`src/rtl/clap_sequencer.sv`:
```
// Clap-pattern detector: counts debounced rising edges on clap_i, aborts a
// partial sequence on an over-long gap, and flags completion after CLAPS_REQ claps.
module clap_sequencer #(
    parameter  int CLAPS_REQ = 2,
    parameter  int MIN_GAP   = 4,
    parameter  int MAX_GAP   = 20,
    parameter  int MODE      = 0,
    localparam int CNT_W     = $clog2(CLAPS_REQ + 1),
    localparam int GAP_W     = $clog2(MAX_GAP + 1)
) (
    input  logic             clk_i,
    input  logic             rst_n_i,
    input  logic             clap_i,
    input  logic             clr_i,
    output logic [CNT_W-1:0] clap_count_o,
    output logic             clap_set_o,
    output logic             clap_fail_o,
    output logic             busy_o
);

    // gap_cnt lags the edge distance k by one: it reads k-1 when sampled at an edge.
    localparam logic [GAP_W-1:0] GAP_MAX  = GAP_W'(MAX_GAP);
    localparam logic [GAP_W-1:0] GAP_TO   = GAP_W'(MAX_GAP - 1);
    localparam logic [GAP_W-1:0] GAP_ACC  = GAP_W'(MIN_GAP - 1);
    localparam logic [CNT_W-1:0] CNT_LAST = CNT_W'(CLAPS_REQ - 1);

    typedef enum logic {
        S_IDLE  = 1'b0,
        S_COUNT = 1'b1
    } state_t;

    state_t           state;
    logic             clap_q;
    logic [GAP_W-1:0] gap_cnt;
    logic [CNT_W-1:0] count;
    logic             set_r;
    logic             fail_r;

    logic clap_edge;
    logic accept;
    logic timeout;
    logic complete;

    // gap_cnt parked at MAX_GAP means no acceptance since reset/clr/timeout,
    // so the refractory test passes on its own.
    always_comb begin
        clap_edge = clap_i & ~clap_q;
        accept    = clap_edge && (gap_cnt >= GAP_ACC);
        timeout   = (state == S_COUNT) && (gap_cnt == GAP_TO);
        complete  = accept && (count == CNT_LAST);
    end

    always_ff @(posedge clk_i or negedge rst_n_i) begin
        if (!rst_n_i) begin
            state   <= S_IDLE;
            clap_q  <= 1'b1;
            gap_cnt <= GAP_MAX;
            count   <= '0;
            set_r   <= 1'b0;
            fail_r  <= 1'b0;
        end else begin
            clap_q <= clap_i;
            fail_r <= 1'b0;
            if (MODE == 0) set_r <= 1'b0;

            if (clr_i) begin
                state   <= S_IDLE;
                count   <= '0;
                gap_cnt <= GAP_MAX;
            end else if (timeout) begin
                state   <= S_IDLE;
                count   <= '0;
                gap_cnt <= GAP_MAX;
                fail_r  <= 1'b1;
            end else if (accept) begin
                gap_cnt <= '0;
                if (complete) begin
                    state <= S_IDLE;
                    count <= '0;
                    set_r <= (MODE == 0) ? 1'b1 : ~set_r;
                end else begin
                    state <= S_COUNT;
                    count <= count + CNT_W'(1);
                end
            end else if (gap_cnt != GAP_MAX) begin
                gap_cnt <= gap_cnt + GAP_W'(1);
            end
        end
    end

    assign clap_count_o = count;
    assign clap_set_o   = set_r;
    assign clap_fail_o  = fail_r;
    assign busy_o       = (state == S_COUNT);

endmodule

```
`config.mk`:
```
export PLATFORM = sky130hd
export DESIGN_NAME = clap_sequencer
export DESIGN_NICKNAME = d
export VERILOG_FILES = /design/src/rtl/clap_sequencer.sv
export SDC_FILE = /design/constraint.sdc
export NUM_CORES = 1
export LEC_CHECK = 0
export ABC_CLOCK_PERIOD_IN_PS = 2080
export BUFFER_PORTS_ARGS = -buffer_cell sky130_fd_sc_hd__clkbuf_2
export CAP_MARGIN = 20
export CORE_ASPECT_RATIO = 0.7
export CORE_MARGIN = 10
export CORE_UTILIZATION = 30
export DETAILED_ROUTE_END_ITERATION = 10
export HOLD_SLACK_MARGIN = 0.1
export MAX_ROUTING_LAYER = met4
export RECOVER_POWER = 25
export SYNTH_ARGS = -nofsm -noshare
export SYNTH_HDL_FRONTEND = slang
export SYNTH_SLANG_ARGS = --single-unit
export TNS_END_PERCENT = 20
```
`constraint.sdc`:
```
create_clock -name clk_i -period 2.08 [get_ports clk_i]
set_input_delay 0.208 -clock clk_i [delete_from_list [all_inputs] [get_ports clk_i]]
set_output_delay 0.208 -clock clk_i [all_outputs]
set_load 0.05 [all_outputs]
```
==> results_dict.tcl, run 1 <==
set metrics [dict create \
    hold_violations 0 \
    synth_compound_gate_area_share_pct 17.6 \
    via_count 415 \
    synth_common_cells "dfrtp_1, inv_1, dfstp_2, nand3_1, nor2_1" \
    yosysMostFrequentCell "dfrtp_1" \
    cts_setup_buffers 0 \
    htree_num_levels 1 \
    cp-startpoint "gap_cnt[0]$_DFFE_PN0P_" \
    syn_to_final_growth_pct 19.8 \
    worstPathRequired_ps 2240 \
    setup_ws_ps 473 \
    ys_seq_area_share_pct 49.7 \
    rows 12 \
    synth_cells 49 \
    first_iter_violations 22 \
    ir_drop_uv 348 \
    synthDominantCellAreaShare_pct 35.6 \
    start_util_pct 33.4 \
    hp-class "in -> reg" \
    remaining_drc_errors 0 \
    synth_area_leaders "dfrtp_1, dfstp_2, ha_1, a311o_1, mux2i_1" \
    max_freq_mhz 622 \
    cts_sinks 11 \
    async_reset_ff_share_pct 100 \
    postCtsResizedCells 0 \
    clk_pin_slew_worst_paths_ps 80 \
    grt_max_degree 12 \
    grt_setup_unrepaired "false" \
    clock_skew_ps 9.46 \
    boundaryPins 9 \
    worstMarginPinSlew_ps 629 \
    synth_nets 55 \
    finalCritPeriodShare_pct 77.3 \
    hold_buffers 2 \
    drive_gt1_share_pct 27.0 \
    tns_ps 0 \
    post-route-util_pct 40.0 \
    synth_edf_count 0 \
    cts_root_buf "clkbuf_4" \
    grt_overflow 0 \
    synth_cell_type_count 26 \
    crit_arrival_ps 1770 \
    antenna_cells 0 \
    die_w_um 71.7 \
    postRouteAntennaNets 0 \
    die_area_mm2 0.00403 \
    core-area_mm2 0.00168 \
    grt_pass1_vias 380 \
    startpoint_type "register" \
    critical_path_class "reg -> reg" \
    period_needed_ps 1610 \
    maxSlewHeadroom_pct 58.1 \
    cp_max_fo 6 \
    synthXorXnorAreaFrac_pct 4.68 \
    synth-simple-area-share_pct 16.7 \
    grt_pass1_wl_um 2000 \
    powerDensity_mw_per_mm2 752 \
    wl_per_cell_um 14.1 \
    drv_slew 0 \
    die_height_um 56.2 \
    end_kind "register" \
    r2r_start "gap_cnt[0]$_DFFE_PN0P_" \
    final_nets 70 \
    insertion_delay_ps 270 \
    synth_top_family_by_area "compound AO/OA/AOI/OAI gates" \
    hp-start "clr_i" \
    cts_tree "done" \
    place_hpwl_um 848 \
    ys_ff_latch 11 \
    antenna_found_initial 0 \
    synth_area_um2 562 \
    synth_fa_ha_area_share_pct 4.45 \
    totalWireLength_um 1190 \
    pre_cts_ws_ps 502 \
    status "finished, final reports clean" \
    muxShareOfSynthArea_pct 3.56 \
    max_cap_viol_count 0 \
    cts_buffers 3 \
    gp_congestion 0.786 \
    synth_ff_type "dfrtp_1" \
    cts_max_path_buffers 2 \
    synth_top_cell_by_area "dfrtp_1" \
    first_pass_iters 4 \
    syn_avg_cell_area_um2 11.5 \
    leakagePower_nw 0.292 \
    viasPerCell 4.94 \
    ys_warn_count 0 \
    portBuffers 8 \
    setup_violations 0 \
    track_usage_pct 6.52 \
]
==> registers in the layout, indices dropped and copies added, names as in the netlist <==
signal        count
busy_o            1
clap_count_o      2
clap_fail_o       1
clap_q            1
clap_set_o        1
gap_cnt           5
==> kinds of logic (layout without fill, tap and decap cells) <==
kind of cell / Yosys count / count (layout)
xor gates and xnor gates: 3 / 3
DFF: 11 / 11
buffers and inverters: 5 / 19
AOI/OAI and AO/OA: 11 / 11
adders and majority gates: 2 / 2
and+or+nand+nor: 15 / 15
muxes: 2 / 2
==> report_power, final <==
part / switching, W / internal (W)
clock: 0.0000768 / 0.0000743
sequential: 0.0000204 / 0.000232
combinational: 0.0000580 / 0.0000450
==> routing by layer <==
layer	part of all wire (%)	vias up	wire length, µm	global-route usage (%)
met3	6.1	2	73	4.45
met1	53	197	631	8.76
met2	40	9	476	7.75
met5	0	-	0	-
met4	0.51	0	6	0.822
li1	-	207	-	-
==> final timing paths <==
path / endpoint / slack, ps / depth (start not counted)
worst max-delay path: busy_o$_DFFE_PN0P_ / 470 / 4
worst min-delay path: clap_fail_o$_DFF_PN0_ / 160 / 2
worst max register to register: busy_o$_DFFE_PN0P_ / 470 / 4
worst min register to register: clap_count_o[1]$_DFFE_PN0P_ / 520 / 2
max in group asynchronous: clap_set_o$_DFF_PN0_ / 1210 / 2
min in group asynchronous: gap_cnt[0]$_DFFE_PN0P_ / 460 / 2
==> layout make-up <==
cell class | instances | area, µm²
fill | 166 | 1010
sequential | 11 | 279
multi-input combinational | 33 | 264
timing repair buffer | 10 | 58.8
clock buffer | 4 | 26.3
tap | 21 | 26.3
inverter | 5 | 18.8
==> cells in the final DEF, fill, tap and decap left out <==
cell / netlist / routed
and2_1: 1 / 1
nor2b_1: 1 / 1
clkbuf_4: 0 / 3
a211oi_2: 1 / 1
a21oi_1: 1 / 1
mux2i_1: 2 / 2
xor2_1: 1 / 1
nor2_1: 3 / 3
xnor2_1: 2 / 2
nor3_1: 2 / 2
nand4bb_1: 1 / 1
or2_1: 1 / 1
o2111a_1: 1 / 1
nand4b_2: 1 / 1
clkbuf_2: 0 / 7
a31o_2: 1 / 1
dfstp_2: 3 / 3
dfrtp_1: 8 / 8
a211oi_1: 2 / 2
a21boi_2: 1 / 1
dlygate4sd3_1: 0 / 2
ha_1: 2 / 2
or3b_1: 1 / 1
o21bai_1: 1 / 1
clkbuf_1: 0 / 2
a311o_1: 2 / 2
inv_1: 5 / 5
nand3_1: 3 / 3
a21o_1: 1 / 1
nand2_1: 1 / 1
==> through the flow <==
stage | area, µm² | hold WS, ps | std cells | total power [W]
after global placement | 628 | 98.2 | 78 | 0.000357
after floorplan | 562 | -87.6 | 49 | 0.000330
after global routing | 673 | 160 | 84 | 0.000536
final | 673 | 158 | 84 | 0.000506
after CTS | 674 | 148 | 84 | 0.000513
after detailed placement | 628 | 98.2 | 78 | 0.000356
==> worst max-delay path, stage by stage, from the launching register on <==
cell,delay (ps)
dfrtp_1,430
ha_1,260
a211oi_1,350
a21boi_2,170
o2111a_1,280
(Power assumes the default switching activity.)
==> run 2: changes to the inputs <==
- ABC_AREA: not set -> 1
- ABC_CLOCK_PERIOD_IN_PS: 2080 -> 1650
- clock period: 2.08 -> 1.65 ns (I/O delays scaled with it)
==> results_dict.tcl, run 2 <==
set metrics [dict create \
    grt_pass1_wl_um 1990 \
    tns_ps 0 \
    synth_area_leaders "dfrtp_1, dfstp_2, nand2_1, nor2_1, inv_1" \
    synth_top_cell_by_area "dfrtp_1" \
    pwr-share-clk_pct 27.7 \
    grt_overflow 0 \
    cp_slowest_cell "dfrtp_1" \
    setup_ws_ps 401 \
    period_needed_ps 1250 \
    rows 13 \
    synth_common_cells "nand2_1, nor2_1, inv_1" \
    hold_violations 0 \
    boundaryPins 9 \
    syn_avg_cell_area_um2 8.78 \
    insertion_delay_ps 270 \
    die_w_um 74.1 \
    crit_chain "ha_1 -> nor2_2 -> nand3_2 -> nand2_4 -> nand2_1 -> nand2_1 -> nor2_1" \
    viasPerCell 4.40 \
    htree_num_levels 1 \
    ys_seq_area_share_pct 45.4 \
    maxSlewHeadroom_pct 58.4 \
    pre_cts_ws_ps 407 \
    syn_to_final_growth_pct 18.3 \
    layout_commonest_cell "nand2_1" \
    max_freq_mhz 800 \
    place_hpwl_um 958 \
    startpoint_type "register" \
    synth_cell_type_count 20 \
    core-area_mm2 0.00190 \
    postRouteAntennaNets 0 \
    ys_warn_count 0 \
    start_util_pct 32.3 \
    worstMarginPinSlew_ps 624 \
    postCtsResizedCells 0 \
    die_area_mm2 0.00429 \
    final_nets 91 \
    track_usage_pct 6.39 \
    leakagePower_nw 0.349 \
    cts_tree "done" \
    swShare_pct 32.4 \
    portBuffers 8 \
    net-switching-power_w 0.000215 \
    status "finished, final reports clean" \
    worstPathRequired_ps 1810 \
    remaining_drc_errors 0 \
    synth_ff_type "dfrtp_1" \
    max_cap_viol_count 0 \
    die_height_um 57.9 \
    critical_path_class "reg -> reg" \
    setup_violations 0 \
    via_count 466 \
    synthDominantCellAreaShare_pct 32.6 \
    ir_drop_uv 426 \
    synth_cells 70 \
    cts_root_buf "clkbuf_4" \
    final_cell_mix "nand2_1, nor2_1, inv_1, dfrtp_1, clkbuf_2" \
    whs_path_depth 2 \
    seqPwrFrac_pct 47.3 \
    r2r_cells 7 \
    grt_pass1_vias 422 \
    drive_gt1_share_pct 36.9 \
    powerDensity_mw_per_mm2 912 \
    synth_area_um2 614 \
    synth_nets 76 \
    grt_setup_unrepaired "false" \
    first_pass_iters 4 \
    grt_max_degree 12 \
    max_stage_delay_ps 390 \
    async_reset_ff_share_pct 100 \
    largest_reg_flops 5 \
    antenna_cells 0 \
    cp_max_fo 6 \
    first_iter_violations 35 \
    totalWireLength_um 1180 \
    clk_pin_slew_worst_paths_ps 70 \
    clock_skew_ps 0.127 \
    wl_per_cell_um 11.1 \
    yosysMostFrequentCell "nand2_1" \
    ys_ff_latch 11 \
    p_int_w 0.000448 \
    cts_max_path_buffers 2 \
    crit_arrival_ps 1410 \
    finalCritPeriodShare_pct 75.7 \
    cts_sinks 11 \
    antenna_found_initial 0 \
    nFillCells 197 \
    gp_congestion 0.931 \
    hp-class "in -> reg" \
    end_kind "register" \
    largest-register "gap_cnt" \
    drv_slew 0 \
    synth_edf_count 0 \
    crit_path_frequent_cell "nand2_1" \
    cts_buffers 3 \
    combPwrFrac_pct 25.0 \
]
==> run 2: cell count changes after synthesis, moves of 3 or more <==
cell,delta
nor2_2,+5
inv_1,+4
nand2_1,+12
nor2_1,+7
inv_2,+3
==> run 2: repair_timing <==
item                      CTS  global route
hold endpoints to repair   12             0
hold buffers                2             0
buffers inserted            0             0
==> run 2: cells by family after synthesis <==
| logic type | after synthesis | synth area share, % |
|---|---|---|
| xor+xnor | 2 | 2.85 |
| flops | 11 | 45.4 |
| buf+inv | 12 | 7.33 |
| compound gates | 2 | 1.63 |
| simple gates | 41 | 38.7 |
| fa+ha+maj | 2 | 4.07 |
==> run 2: metrics by stage <==
| step | total power, W | instance area, µm² | utilization, % | std cells | hold slack [ps] |
|---|---|---|---|---|---|
| floorplan | 0.000441 | 614 | - | 70 | -131 |
| finish | 0.000663 | 727 | 38.2 | 106 | 109 |
| CTS | 0.000672 | 728 | 38.3 | 106 | 104 |
| global route | 0.000704 | 727 | 38.2 | 106 | 117 |
| detailed placement | 0.000481 | 682 | 35.8 | 100 | 60.5 |
| global placement | 0.000475 | 682 | 35.8 | 100 | 58.9 |
==> run 2: critical path: cells and delay by family, from the launching register on <==
kind                       cells  cell delay, ps
and+or+nand+nor                6             500
DFF                            1             390
adders and majority gates      1             250
==> run 2: area by class of cell <==
type / count / area, µm² / share of cell area, %
clock buffers: 4 / 26.3 / 3.61
multi-input cells: 47 / 290 / 39.9
repair buffers: 10 / 58.8 / 8.09
well taps: 22 / 27.5 / 3.79
inverters: 12 / 45.0 / 6.20
flip-flops and latches: 11 / 279 / 38.4
==> run 2: final timing paths <==
path	start	end	slack, ps
worst max-delay path	gap_cnt[0]$_DFFE_PN0P_	busy_o$_DFFE_PN0P_	400
worst min-delay path	clr_i	clap_fail_o$_DFF_PN0_	110
worst max register to register	gap_cnt[0]$_DFFE_PN0P_	busy_o$_DFFE_PN0P_	400
worst min register to register	clap_count_o[1]$_DFFE_PN0P_	clap_count_o[1]$_DFFE_PN0P_	520
max in group asynchronous	rst_n_i	gap_cnt[3]$_DFFE_PN0P_	830
min in group asynchronous	rst_n_i	clap_fail_o$_DFF_PN0_	420
==> run 2: routing by layer <==
| metal | vias up | wire (µm) | track usage, % |
|---|---|---|---|
| met1 | 210 | 601 | 7.98 |
| met4 | 0 | 8 | 1.59 |
| li1 | 244 | - | - |
| met3 | 2 | 112 | 4.42 |
| met2 | 10 | 455 | 8.01 |
| met5 | - | 0 | - |
==> run 2: power groups by stage <==
stage	clock network, W	logic [W]	registers (W)
floorplan	0	0.000112	0.000329
global placement	0	0.000157	0.000318
detailed placement	0	0.000162	0.000319
CTS	0.000191	0.000167	0.000314
global route	0.000201	0.000184	0.000319
finish	0.000183	0.000166	0.000314
